File: src/rtl/uart_stopwatch_pkg.sv
// Shared constants for the UART stopwatch command path: ASCII command bytes,
// decoder FSM state encoding and the byte classifier.
package uart_stopwatch_pkg;

  typedef enum logic [1:0] {
    ST_IDLE    = 2'd0,
    ST_POP     = 2'd1,
    ST_DECODE  = 2'd2,
    ST_WAIT_TX = 2'd3
  } state_e;

  typedef enum logic [2:0] {
    CMD_GO,
    CMD_STOP,
    CMD_CLR,
    CMD_REPORT,
    CMD_IGNORE,
    CMD_BAD
  } cmd_e;

  localparam logic [7:0] ASCII_G_UP = 8'h47;
  localparam logic [7:0] ASCII_G_LO = 8'h67;
  localparam logic [7:0] ASCII_S_UP = 8'h53;
  localparam logic [7:0] ASCII_S_LO = 8'h73;
  localparam logic [7:0] ASCII_C_UP = 8'h43;
  localparam logic [7:0] ASCII_C_LO = 8'h63;
  localparam logic [7:0] ASCII_R_UP = 8'h52;
  localparam logic [7:0] ASCII_R_LO = 8'h72;
  localparam logic [7:0] ASCII_CR   = 8'h0D;
  localparam logic [7:0] ASCII_LF   = 8'h0A;
  localparam logic [7:0] ASCII_SP   = 8'h20;

  function automatic cmd_e classify(input logic [7:0] b);
    cmd_e c;
    case (b)
      ASCII_G_UP, ASCII_G_LO:     c = CMD_GO;
      ASCII_S_UP, ASCII_S_LO:     c = CMD_STOP;
      ASCII_C_UP, ASCII_C_LO:     c = CMD_CLR;
      ASCII_R_UP, ASCII_R_LO:     c = CMD_REPORT;
      ASCII_CR, ASCII_LF, ASCII_SP: c = CMD_IGNORE;
      default:                    c = CMD_BAD;
    endcase
    return c;
  endfunction

endpackage

File: src/rtl/uart_cmd_decoder_if.sv
// Byte-in / pulse-out bundle between the UART receiver side and the command decoder.
interface uart_cmd_decoder_if #(
  parameter int CNT_W = 8
);
  logic [7:0]       rx_data;
  logic             rx_done_tick;
  logic             report_busy;
  logic             go;
  logic             stop;
  logic             clr;
  logic             report;
  logic             fifo_full;
  logic [CNT_W-1:0] overflow_cnt;
  logic [CNT_W-1:0] bad_cmd_cnt;

  modport master (
    output rx_data, rx_done_tick, report_busy,
    input  go, stop, clr, report, fifo_full, overflow_cnt, bad_cmd_cnt
  );

  modport slave (
    input  rx_data, rx_done_tick, report_busy,
    output go, stop, clr, report, fifo_full, overflow_cnt, bad_cmd_cnt
  );
endinterface

File: src/rtl/sync_fifo.sv
// Single-clock FIFO; pointers carry one extra wrap bit so full and empty differ.
module sync_fifo #(
  parameter int WIDTH = 8,
  parameter int DEPTH = 4
) (
  input  logic             clk,
  input  logic             reset,
  input  logic             push_i,
  input  logic [WIDTH-1:0] data_i,
  input  logic             pop_i,
  output logic [WIDTH-1:0] data_o,
  output logic             full_o,
  output logic             empty_o
);
  localparam int AW = $clog2(DEPTH);
  localparam logic [AW:0] PTR_ONE = {{AW{1'b0}}, 1'b1};

  logic [WIDTH-1:0] mem_q [DEPTH];
  logic [AW:0]      wr_ptr_q;
  logic [AW:0]      rd_ptr_q;
  logic             do_push;
  logic             do_pop;

  assign empty_o = (wr_ptr_q == rd_ptr_q);
  assign full_o  = (wr_ptr_q[AW] != rd_ptr_q[AW]) &&
                   (wr_ptr_q[AW-1:0] == rd_ptr_q[AW-1:0]);
  assign do_push = push_i && !full_o;
  assign do_pop  = pop_i && !empty_o;
  assign data_o  = mem_q[rd_ptr_q[AW-1:0]];

  always_ff @(posedge clk or negedge reset) begin
    if (!reset) begin
      wr_ptr_q <= '0;
      rd_ptr_q <= '0;
    end else begin
      if (do_push) wr_ptr_q <= wr_ptr_q + PTR_ONE;
      if (do_pop)  rd_ptr_q <= rd_ptr_q + PTR_ONE;
    end
  end

  always_ff @(posedge clk) begin
    if (do_push) mem_q[wr_ptr_q[AW-1:0]] <= data_i;
  end
endmodule

File: src/rtl/uart_cmd_decoder.sv
// Buffers received UART bytes and turns command letters into one-clock
// timer control pulses, counting overflowed and unrecognised bytes.
//
//   state      | meaning
//   -----------+------------------------------------------------------
//   ST_IDLE    | waiting for a buffered byte
//   ST_POP     | head byte -> cmd_q, read pointer advanced
//   ST_DECODE  | classify cmd_q, issue pulse / count / defer report
//   ST_WAIT_TX | report pending until the transmit sequencer goes idle
module uart_cmd_decoder
  import uart_stopwatch_pkg::*;
#(
  parameter int FIFO_DEPTH = 4,
  parameter int CNT_W      = 8
) (
  input  logic              clk,
  input  logic              reset,
  uart_cmd_decoder_if.slave bus
);
  state_e           state_q;
  logic [7:0]       cmd_q;
  logic [7:0]       head;
  logic             full;
  logic             empty;
  logic             push;
  logic             pop;
  logic             go_q, stop_q, clr_q, report_q;
  logic [CNT_W-1:0] ovf_cnt_q, ovf_cnt_d;
  logic [CNT_W-1:0] bad_cnt_q;

  // full is taken from the registered pointers, so a pop this cycle never frees room.
  assign push = bus.rx_done_tick && !full;
  assign pop  = (state_q == ST_POP) && !empty;

  sync_fifo #(
    .WIDTH (8),
    .DEPTH (FIFO_DEPTH)
  ) u_fifo (
    .clk     (clk),
    .reset   (reset),
    .push_i  (push),
    .data_i  (bus.rx_data),
    .pop_i   (pop),
    .data_o  (head),
    .full_o  (full),
    .empty_o (empty)
  );

  always_comb begin
    ovf_cnt_d = ovf_cnt_q;
    if (bus.rx_done_tick && full && (ovf_cnt_q != '1)) ovf_cnt_d = ovf_cnt_q + 1'b1;
  end

  always_ff @(posedge clk or negedge reset) begin
    if (!reset) ovf_cnt_q <= '0;
    else        ovf_cnt_q <= ovf_cnt_d;
  end

  always_ff @(posedge clk or negedge reset) begin
    if (!reset) begin
      state_q   <= ST_IDLE;
      cmd_q     <= 8'h00;
      go_q      <= 1'b0;
      stop_q    <= 1'b0;
      clr_q     <= 1'b0;
      report_q  <= 1'b0;
      bad_cnt_q <= '0;
    end else begin
      go_q     <= 1'b0;
      stop_q   <= 1'b0;
      clr_q    <= 1'b0;
      report_q <= 1'b0;
      case (state_q)
        ST_IDLE: begin
          if (!empty) state_q <= ST_POP;
        end
        ST_POP: begin
          cmd_q   <= head;
          state_q <= ST_DECODE;
        end
        ST_DECODE: begin
          state_q <= ST_IDLE;
          case (classify(cmd_q))
            CMD_GO:   go_q   <= 1'b1;
            CMD_STOP: stop_q <= 1'b1;
            CMD_CLR:  clr_q  <= 1'b1;
            CMD_REPORT: begin
              if (bus.report_busy) state_q  <= ST_WAIT_TX;
              else                 report_q <= 1'b1;
            end
            CMD_BAD: begin
              if (bad_cnt_q != '1) bad_cnt_q <= bad_cnt_q + 1'b1;
            end
            default: ;
          endcase
        end
        ST_WAIT_TX: begin
          if (!bus.report_busy) begin
            report_q <= 1'b1;
            state_q  <= ST_IDLE;
          end
        end
        default: state_q <= ST_IDLE;
      endcase
    end
  end

  assign bus.go           = go_q;
  assign bus.stop         = stop_q;
  assign bus.clr          = clr_q;
  assign bus.report       = report_q;
  assign bus.fifo_full    = full;
  assign bus.overflow_cnt = ovf_cnt_q;
  assign bus.bad_cmd_cnt  = bad_cnt_q;
endmodule

File: src/flat_wrapper.sv
// flat-port wrapper written by rule: the top's interface ports become plain ports
module uart_cmd_decoder_flat import uart_stopwatch_pkg::*;
#(
  parameter int FIFO_DEPTH = 4,
  parameter int CNT_W      = 8
)
  (clk, reset, bus_rx_data, bus_rx_done_tick, bus_report_busy, bus_go, bus_stop, bus_clr, bus_report, bus_fifo_full, bus_overflow_cnt, bus_bad_cmd_cnt);
  uart_cmd_decoder_if #(.CNT_W(CNT_W)) bus_i ();
  input  logic clk;
  input  logic reset;
  input wire logic [$bits(bus_i.rx_data)-1:0] bus_rx_data;
  input wire logic [$bits(bus_i.rx_done_tick)-1:0] bus_rx_done_tick;
  input wire logic [$bits(bus_i.report_busy)-1:0] bus_report_busy;
  output wire logic [$bits(bus_i.go)-1:0] bus_go;
  output wire logic [$bits(bus_i.stop)-1:0] bus_stop;
  output wire logic [$bits(bus_i.clr)-1:0] bus_clr;
  output wire logic [$bits(bus_i.report)-1:0] bus_report;
  output wire logic [$bits(bus_i.fifo_full)-1:0] bus_fifo_full;
  output wire logic [$bits(bus_i.overflow_cnt)-1:0] bus_overflow_cnt;
  output wire logic [$bits(bus_i.bad_cmd_cnt)-1:0] bus_bad_cmd_cnt;
  assign bus_i.rx_data = bus_rx_data;
  assign bus_i.rx_done_tick = bus_rx_done_tick;
  assign bus_i.report_busy = bus_report_busy;
  assign bus_go = bus_i.go;
  assign bus_stop = bus_i.stop;
  assign bus_clr = bus_i.clr;
  assign bus_report = bus_i.report;
  assign bus_fifo_full = bus_i.fifo_full;
  assign bus_overflow_cnt = bus_i.overflow_cnt;
  assign bus_bad_cmd_cnt = bus_i.bad_cmd_cnt;
  uart_cmd_decoder #(.FIFO_DEPTH(FIFO_DEPTH), .CNT_W(CNT_W)) u_core (.clk(clk), .reset(reset), .bus(bus_i));
endmodule
File: config.mk
export PLATFORM = sky130hd
export DESIGN_NAME = uart_cmd_decoder_flat
export DESIGN_NICKNAME = d
export VERILOG_FILES = /design/src/rtl/uart_stopwatch_pkg.sv /design/src/rtl/uart_cmd_decoder_if.sv /design/src/rtl/sync_fifo.sv /design/src/rtl/uart_cmd_decoder.sv /design/src/flat_wrapper.sv
export SDC_FILE = /design/constraint.sdc
export NUM_CORES = 1
export LEC_CHECK = 0
export ABC_AREA = 0
export BUFFER_PORTS_ARGS = -buffer_cell sky130_fd_sc_hd__buf_2
export CORE_ASPECT_RATIO = 1.2
export CORE_UTILIZATION = 55
export CTS_CLUSTER_DIAMETER = 200
export DETAILED_ROUTE_END_ITERATION = 7
export PLACE_DENSITY = 0.76
export SYNTH_ARGS = -nofsm -noshare
export SYNTH_HDL_FRONTEND = slang
export SYNTH_SLANG_ARGS = --single-unit
File: constraint.sdc
create_clock -name clk -period 3.41 [get_ports clk]
set_input_delay 0.5115 -clock clk [delete_from_list [all_inputs] [get_ports clk]]
set_output_delay 0.5115 -clock clk [all_outputs]
set_load 0.02 [all_outputs]
* After elaboration in Yosys (flattened, before gate mapping)
Memories as Yosys holds them, arrays and structs flattened. A register that Yosys moved wholly into a read port is not among the register bits. Index checks and enable logic that the tools add are counted.
Storage, ports and cells: output and inout bits 21, word-level logic and storage cells 76, bits in writable memories 32, memory bits (read-only) 0, register bits after elaboration 28, input port bits 12, latch bits 0, memories kept 1
Memories:
- u_core.u_fifo.mem_q | depth 4, bits a word 8, read ports 1, clocked after memory_dff 1, wr ports 1, RTL line sync_fifo.sv:18 | logic [WIDTH-1:0] mem_q [DEPTH];
Operators by class: $mul 0, bitwise operators 0, equality and inequality tests 25, div/mod/pow operators 0, shifts and indexed selects 0, add/subtract/negate cells 4, order comparisons 0, mux-type cells 18, reduce and logical (&&, ||, !) cells 19
Operator list (count):
- $eq 8x7->1 const B | 8
- $add 8x1->8 const B | 2
- $eq 8x4->1 const B | 2
- $ne 8x8->1 const B | 2
- $pmux 3 s5 | 1
- $mux 1 | 10
- $eq 8x6->1 const B | 1
- $mux 2 | 4
- $pmux 2 s4 | 1
- $reduce_or 2->1 | 4
- $logic_and 1x1->1 | 7
- $add 3x1->3 const B | 2
- $eq 3x2->1 const B | 2
- $eq 2x2->1 const B | 2
- $ne 2x2->1 const B | 2
- $eq 3x1->1 const B | 1
- $eq 3x3->1 | 1
- $eq 3x3->1 const B | 1
- $logic_not 1->1 | 3
- $logic_not 3->1 | 1
- $mux 3 | 1
- $reduce_and 3->1 | 1
- $reduce_or 3->1 | 1
- $eq 2x1->1 const B | 1
- other kinds (5) | 5

* Logic depth before layout (Yosys ltp)
Gate-level depths: netlist of the first run.
depth after elaboration 7, mapped depth 7

* Hierarchy
A second synthesis of the first run with hierarchy kept.
Second synthesis, totals: cells, all modules 213, area, all modules 3088.0 um^2
By module, submodules not included:
- sync_fifo | area each 1657.8 um^2, instances 1, cells an instance 90, sequential area each 1111.1 um^2
- uart_cmd_decoder | area each 1430.1 um^2, instances 1, cells an instance 123, sequential area each 750.7 um^2

* Least setup slack after synthesis of the first run
Ideal clock, no wire load.
path type reg-to-reg, start point reg u_core.u_fifo.rd_ptr_q[1], end point reg u_core.u_fifo.wr_ptr_q[2], arrival 1.724 ns, setup slack 1.547 ns, cell stages (with the launch flop) 7, path buffers 1, cells stage by stage dfrtp_1 > buf_6 > xor2_1 > nor3_2 > nor2b_1 > and2_1 > xor2_1
On the way: cells in the longest elaborated chain, start to end 5
RTL lines:
- start, declared | RTL line sync_fifo.sv:20 | logic [AW:0] rd_ptr_q;
- start signal, assigned | RTL line sync_fifo.sv:37 | if (do_pop) rd_ptr_q <= rd_ptr_q + PTR_ONE;
- $eq 2x2->1 (*) | RTL line sync_fifo.sv:26 | (wr_ptr_q[AW-1:0] == rd_ptr_q[AW-1:0]);
- $logic_and 1x1->1 (*) | RTL line sync_fifo.sv:25 | assign full_o = (wr_ptr_q[AW] != rd_ptr_q[AW]) &&
- named net bus_fifo_full | RTL line flat_wrapper.sv:18 | output wire logic [$bits(bus_i.fifo_full)-1:0] bus_fifo_full;
- $logic_not 1->1 (*) | RTL line sync_fifo.sv:27, uart_cmd_decoder.sv:32
- $logic_and 1x1->1 | RTL line uart_cmd_decoder.sv:32 | assign push = bus.rx_done_tick && !full;
- $logic_and 1x1->1 (*) | RTL line sync_fifo.sv:27 | assign do_push = push_i && !full_o;
- end signal, assigned | RTL line sync_fifo.sv:36 | if (do_push) wr_ptr_q <= wr_ptr_q + PTR_ONE;
- end, declared | RTL line sync_fifo.sv:19 | logic [AW:0] wr_ptr_q;
The timed path passes the listed nets; every way through them passes the cells marked *. A chain may end at the register's enable or synchronous reset.

* Worst setup path after layout of the first run
start point reg u_core.u_fifo.rd_ptr_q[0], end point mem u_core.u_fifo.mem_q[3][0] (enable)
On the way: cells in the longest elaborated chain, start to end 7
RTL lines:
- $eq 2x2->1 (*) | RTL line sync_fifo.sv:26
- $logic_and 1x1->1 (*) | RTL line sync_fifo.sv:25
- $logic_not 1->1 (*) | RTL line sync_fifo.sv:27, uart_cmd_decoder.sv:32
- $logic_and 1x1->1 | RTL line uart_cmd_decoder.sv:32
- $logic_and 1x1->1 (*) | RTL line sync_fifo.sv:27
- $mux 1 (*) | RTL line sync_fifo.sv:42 | if (do_push) mem_q[wr_ptr_q[AW-1:0]] <= data_i;
- $mux 1 (not written as such) (*) | RTL line sync_fifo.sv:42
- end, declared | RTL line sync_fifo.sv:18
Every way passes the cells marked *; elsewhere a longest branch is shown, timed or not.

==> results of run 1 <==
[report_power, final]
group | total, W | internal (W) | switching [W]
Sequential | 0.00139 | 0.00112 | 0.000270
Clock | 0.000645 | 0.000340 | 0.000305
Combinational | 0.000875 | 0.000450 | 0.000424
[registers in the layout (all words and copies together) (netlist names)]
name,count
u_core.bus.bad_cmd_cnt,8
u_core.bus.clr,1
u_core.bus.go,1
u_core.bus.overflow_cnt,8
u_core.bus.report,1
u_core.bus.stop,1
u_core.cmd_q,8
u_core.state_q,2
u_core.u_fifo.mem_q,32
u_core.u_fifo.rd_ptr_q,3
u_core.u_fifo.wr_ptr_q,3
[final cells by class]
cell class / count / area, µm² / share of cell area [%]
Sequential cell: 68 / 1860 / 55.8
Multi-Input combinational cell: 112 / 1030 / 30.8
Timing Repair Buffer: 32 / 160 / 4.80
Clock buffer: 9 / 124 / 3.71
Clock inverter: 7 / 76.3 / 2.29
Tap cell: 60 / 75.1 / 2.25
Inverter: 4 / 15.0 / 0.450
[layout by cell type (no fill, tap or decap), types with 2 or more instances in the layout]
master	n
nor3b_1	2
nor2b_1	3
dfrtp_1	36
clkinv_4	2
clkbuf_8	9
xnor2_1	14
nand2_1	6
xor2_1	7
nand3b_1	2
inv_1	4
and4_1	2
mux2_2	10
nand4b_1	2
a21oi_1	3
nand4_1	4
and3_1	6
edfxtp_1	32
and2_1	4
nor2_1	5
buf_2	32
ha_1	7
clkinvlp_4	2
nand4bb_1	2
mux4_2	8
nor3_2	2
nand3_1	8
or2b_1	2
nor3_1	3
[worst reg2reg max path, cell delays in order, from the launching register on]
cell     delay, ps
dfrtp_1        720
xor2_1         280
nor3_2          80
nor2b_1        400
and2_1         430
[final timing paths]
kind | start | to | slack, ps | cells past startpoint
setup / recovery | u_core.u_fifo.rd_ptr_q[0] | u_core.u_fifo.mem_q[3][0] | 1150 | 4
hold / removal | reset | u_core.bus.overflow_cnt[5] | 250 | 1
setup reg to reg | u_core.u_fifo.rd_ptr_q[0] | u_core.u_fifo.mem_q[3][0] | 1150 | 4
hold reg to reg | u_core.bus.overflow_cnt[5] | u_core.bus.overflow_cnt[5] | 490 | 1
max in group asynchronous | reset | u_core.bus.bad_cmd_cnt[7] | 2670 | 1
min in group clk | bus_report_busy | u_core.bus.report | 350 | 2
[cells by family (layout without fill, tap and decap cells)]
kind of cell	count (synthesis)	after routing	synth area share (%)
and+or+nand+nor	57	57	12.5
DFF	68	68	63.3
adders and majority gates	7	7	2.98
buffers and inverters	8	52	1.70
AOI/OAI and AO/OA	8	8	2.77
xor gates and xnor gates	21	21	6.26
muxes	19	19	10.5
[metrics by stage]
stage                     hold WS (ps)  cells  worst slack (ps)
final                              247    292              1150
after global routing               315    292               880
after CTS                          275    292              1110
after detailed placement           491    276              1130
after global placement             476    276              1240
after floorplan                    216    188              1550
[layer usage]
layer  routed length (µm)  vias to the layer above  GRT usage (%)
met2                 2070                       48           26.5
met1                 2030                      804           24.0
met5                    0                        -              0
li1                     -                      785              -
met4                   98                        0           11.0
met3                  194                       11           4.31
==> metrics.yaml, run 1 <==
status:
  outcome: "finished clean"
timing:
  finalSetupViolations: 0
  max-slew-margin-rel_pct: 47.6
  tightest_slew_ps: 786
  fin_tns_setup_ps: 0
  fin_worst_skew_ps: 7.08
  post-route-period-util_pct: 66.2
  rsz0062_at_grt: "no"
  hold_viol: 0
  slew_violations: 0
  max_freq_ghz: 0.443
  layout_min_cycle_time_ps: 2260
floorplan:
  io_pins: 33
  coreArea_um2: 5040
  die_area_um2: 5640
  fp.dieW_um: 68.7
  rows: 28
  start_util_pct: 58.3
  die_h_um: 82.1
cells_and_area:
  antennaDiodeCount: 0
  final_area_um2: 3340
  drive_gt1_share_pct: 31.9
  nFillCells: 360
  utilization_pct: 66.2
  syn_to_final_growth_pct: 13.6
  nets: 246
drt:
  totalWireLength_um: 4390
  drt_first_pass_iters: 4
  via_count: 1648
  vias_per_cell: 5.64
  drc: 0
  drtIter0Drc: 78
  wl_per_cell_um: 15.0
  ant_nets: 0
yosys:
  synth_flop_cell: "dfrtp_1"
  syn-num-nets: 207
  syn_area_per_cell_um2: 15.6
  yosys.area.top_type: "edfxtp_1"
  yosys-top-cells-area: "edfxtp_1 33%, dfrtp_1 31%, mux4_2 6.1%"
  yosys_warnings: 0
  synthCells: 188
  synth_edf_count: 32
  syn_area_um2: 2940
  yosysUniqueCellTypes: 37
  async_reset_ff_share_pct: 52.9
  yosysSeqAreaShare_pct: 63.3
  synth.top_cell.area_share_pct: 32.7
  synth_seq_cells: 68
  synth_most_common_cell: "dfrtp_1"
  ys_top_cells_by_count: "36 x dfrtp_1, 32 x edfxtp_1, 14 x xnor2_1"
clock_tree:
  numCtsBuffers: 9
  cts.sink_count: 68
  clk_latency_ps: 340
  root_buffer: "clkbuf_8"
  path_clk_slew_ps: 70
  cts_setup_buffers: 0
  cts_tree: "built"
  htree_levels: 3
  cts_max_path_buffers: 2
  hold_buffers: 0
  cts_resized: 0
setup_path:
  cp.arrival_ps: 2260
  slowest_stage: "dfrtp_1"
  slowest_delay_ps: 720
  timing_worst_setup_path_type: "reg -> reg"
  path_max_fanout: 11
  critPathLaunchType: "flop"
  critical_path.endpoint_type: "flop"
  worstPathRequired_ps: 3410
  crit_chain: "xor2_1 > nor3_2 > nor2b_1 > and2_1"
  cpLargestDelayFamily: "simple AND/OR/NAND/NOR gates"
  critical_path_buf_inv_count: 0
global_route:
  grt_pass1_vias: 1498
  grt_overflow: 0
  grt_pass1_wl_um: 7110
  grt_max_degree: 37
  antenna_found_initial: 0
  grtUsageTotal_pct: 18.0
place:
  hpwl_um: 3130
  numPortBuffers: 32
  post_dp_cell_area_um2: 3140
  gp_congestion: 0.728
worst_hold_path:
  hp-class: "in -> async"
power:
  power_density_nw_per_um2: 870
  peakVddDrop_mv: 0.495
  finalPower_w: 0.00291
  power_leakage_nw: 1.36
run:
  maxCapViolCount: 0
Note: power is estimated with default switching activity, not from simulation.
==> run 2, diff against run 1 <==
--- a/config.mk
+++ b/config.mk
@@ -8,10 +8,10 @@
 export ABC_AREA = 0
 export BUFFER_PORTS_ARGS = -buffer_cell sky130_fd_sc_hd__buf_2
 export CORE_ASPECT_RATIO = 1.2
-export CORE_UTILIZATION = 55
+export CORE_UTILIZATION = 52
 export CTS_CLUSTER_DIAMETER = 200
 export DETAILED_ROUTE_END_ITERATION = 7
-export PLACE_DENSITY = 0.76
+export PLACE_DENSITY = 0.75
 export SYNTH_ARGS = -nofsm -noshare
 export SYNTH_HDL_FRONTEND = slang
 export SYNTH_SLANG_ARGS = --single-unit
==> constraint.sdc (replaced) <==
create_clock -name clk -period 1.95 [get_ports clk]
set_input_delay 0.2925 -clock clk [delete_from_list [all_inputs] [get_ports clk]]
set_output_delay 0.2925 -clock clk [all_outputs]
set_load 0.02 [all_outputs]
==> metrics.yaml, run 2 (synthesis gave the netlist of run 1 again) <==
setup_path:
  critical_path.endpoint_type: "flop"
  path_max_fanout: 7  # -4
  cp.arrival_ps: 2040  # -220 ps
  critPathLaunchType: "flop"
  endpoint: "u_core.bus.bad_cmd_cnt[1]"
  reg2reg_slack_ps: 130  # -1020 ps
  timing_worst_setup_path_type: "reg -> reg"
  reg2reg_to: "u_core.bus.bad_cmd_cnt[1]"
  r2r_start: "u_core.cmd_q[4]"
  reg2regPathDepth: 5  # +1
  worstPathRequired_ps: 2170  # -1240 ps
  crit_start: "u_core.cmd_q[4]"
timing:
  layout_min_cycle_time_ps: 1820  # -437 ps
  tightest_slew_ps: 779  # -7.70 ps
  max-slew-margin-rel_pct: 48.1  # +0.51 points
  post-route-period-util_pct: 93.3  # +27 points
  fin_tns_setup_ps: 0  # unchanged
  slew_violations: 0  # unchanged
  max_freq_ghz: 0.549  # +24%
  fin_worst_skew_ps: 9.78  # +2.71 ps
  hold_viol: 0  # unchanged
  rsz0062_at_grt: "no"
  finalSetupViolations: 0  # unchanged
clock_tree:
  hold_buffers: 0  # unchanged
  clk_latency_ps: 330  # about the same
  path_clk_slew_ps: 70  # about the same
  cts.sink_count: 68  # unchanged
  cts_resized: 0  # unchanged
  cts_max_path_buffers: 2  # unchanged
  htree_levels: 3  # unchanged
  cts_setup_buffers: 0  # unchanged
  numCtsBuffers: 9  # unchanged
  root_buffer: "clkbuf_8"
  cts_tree: "built"
drt:
  vias_per_cell: 5.42  # -4.0%
  via_count: 1647  # -0.061%
  ant_nets: 0  # unchanged
  drt_first_pass_iters: 6  # +2
  wl_per_cell_um: 15.2  # +1.3%
  drc: 4  # +4
  drtIter0Drc: 100  # +28%
  totalWireLength_um: 4630  # +5.4%
global_route:
  grt_pass1_vias: 1658  # +11%
  grt_max_degree: 37  # unchanged
  grt_pass1_wl_um: 7760  # +9.1%
  grtUsageTotal_pct: 17.5  # -0.49 points
  antenna_found_initial: 0  # unchanged
  grt_overflow: 0  # unchanged
floorplan:
  die_area_um2: 5960  # +5.6%
  start_util_pct: 54.7  # -3.5 points
  fp.dieW_um: 70.6  # +2.8%
  die_h_um: 84.4  # +2.8%
  io_pins: 33  # unchanged
  coreArea_um2: 5370  # +6.4%
  rows: 29  # +3.6%
cells_and_area:
  nets: 256  # +4.1%
  drive_gt1_share_pct: 33.5  # +1.6 points
  mostFrequentLayoutCells: "36 x dfrtp_1, 32 x buf_2, 32 x edfxtp_1, 14 x xnor2_1, 10 x mux2_2"
  fin_cells: 304  # +4.1%
  layout_commonest_cell: "dfrtp_1"
  syn_to_final_growth_pct: 16.9
  antennaDiodeCount: 0  # unchanged
  largest_register_ffs: 32  # unchanged
place:
  dp.cells: 288  # +4.3%
  hpwl_um: 3160  # +0.78%
  gp_congestion: 0.752  # +3.4%
  numPortBuffers: 32  # unchanged
power:
  peakVddDrop_mv: 0.917  # +85%
  power_density_nw_per_um2: 1550  # +78%
  power_leakage_nw: 1.42  # +4.3%
status:
  outcome: "finished with violations"
  violations: "DRC"
run:
  maxCapViolCount: 0  # unchanged
worst_hold_path:
  hp-class: "in -> async"
==> run 2: cell count changes in the layout (fill, tap and decap cells not counted), sizes merged <==
cell	previous run	this run
inv	5	4
clkinv	3	2
clkbuf	9	11
bufinv	1	2
clkinvlp	2	1
buf	32	42
==> run 2: critical path, stage by stage, from the launching register on <==
cell,delay [ps]
dfrtp_1,440
or4_4,570
a211oi_4,200
a311oi_4,110
nand2_4,110
mux2_4,290
==> run 2: how the worst min path moves through the flow <==
stage | slack, ps | start | depth (start not counted) | to
floorplan | -3 | reset | 0 | u_core.bus.bad_cmd_cnt[0]
global placement | 410 | reset | 1 | u_core.bus.overflow_cnt[6]
global route | 90 | reset | 1 | u_core.bus.overflow_cnt[6]
detailed placement | 410 | reset | 1 | u_core.bus.overflow_cnt[6]
finish | 30 | reset | 1 | u_core.bus.overflow_cnt[6]
CTS | 50 | reset | 1 | u_core.bus.overflow_cnt[6]
==> run 2: cell type report <==
cell class / count / area (µm²)
clock buffers: 11 / 131
clock inverters: 5 / 76.3
fillers: 404 / 1930
inverters: 4 / 15.0
multi-input cells: 112 / 1030
flip-flops and latches: 68 / 1860
well taps: 62 / 77.6
repair buffers: 42 / 248
==> run 2: where the power goes <==
group          switching (W)  internal [W]  total [W]  leakage [nW]
combinational       0.000900      0.000907    0.00181         0.573
sequential          0.000364       0.00195    0.00232         0.748
clock               0.000499      0.000715    0.00121         0.101
total                0.00176       0.00357    0.00534          1.42
==> run 2: per-stage QoR <==
step | instance area (µm²) | power [W] | hold WS [ps] | util, % | setup WS, ps
2_1_floorplan | 2940 | 0.00363 | -3.09 | - | 86.5
6_report | 3440 | 0.00534 | 34.2 | 64.0 | 130
4_1_cts | 3440 | 0.00540 | 47.2 | 64.0 | 117
3_5_place_dp | 3230 | 0.00418 | 413 | 60.1 | 128
5_1_grt | 3440 | 0.00567 | 89.7 | 64.0 | 52.9
3_3_place_gp | 3230 | 0.00411 | 412 | 60.1 | 164
==> run 2: layer usage <==
layer	global-route usage [%]	vias up	wire, µm
met2	28.9	36	2310
met3	3.72	8	162
met1	21.7	804	2080
met4	9.27	0	76
met5	0	-	0
li1	-	799	-
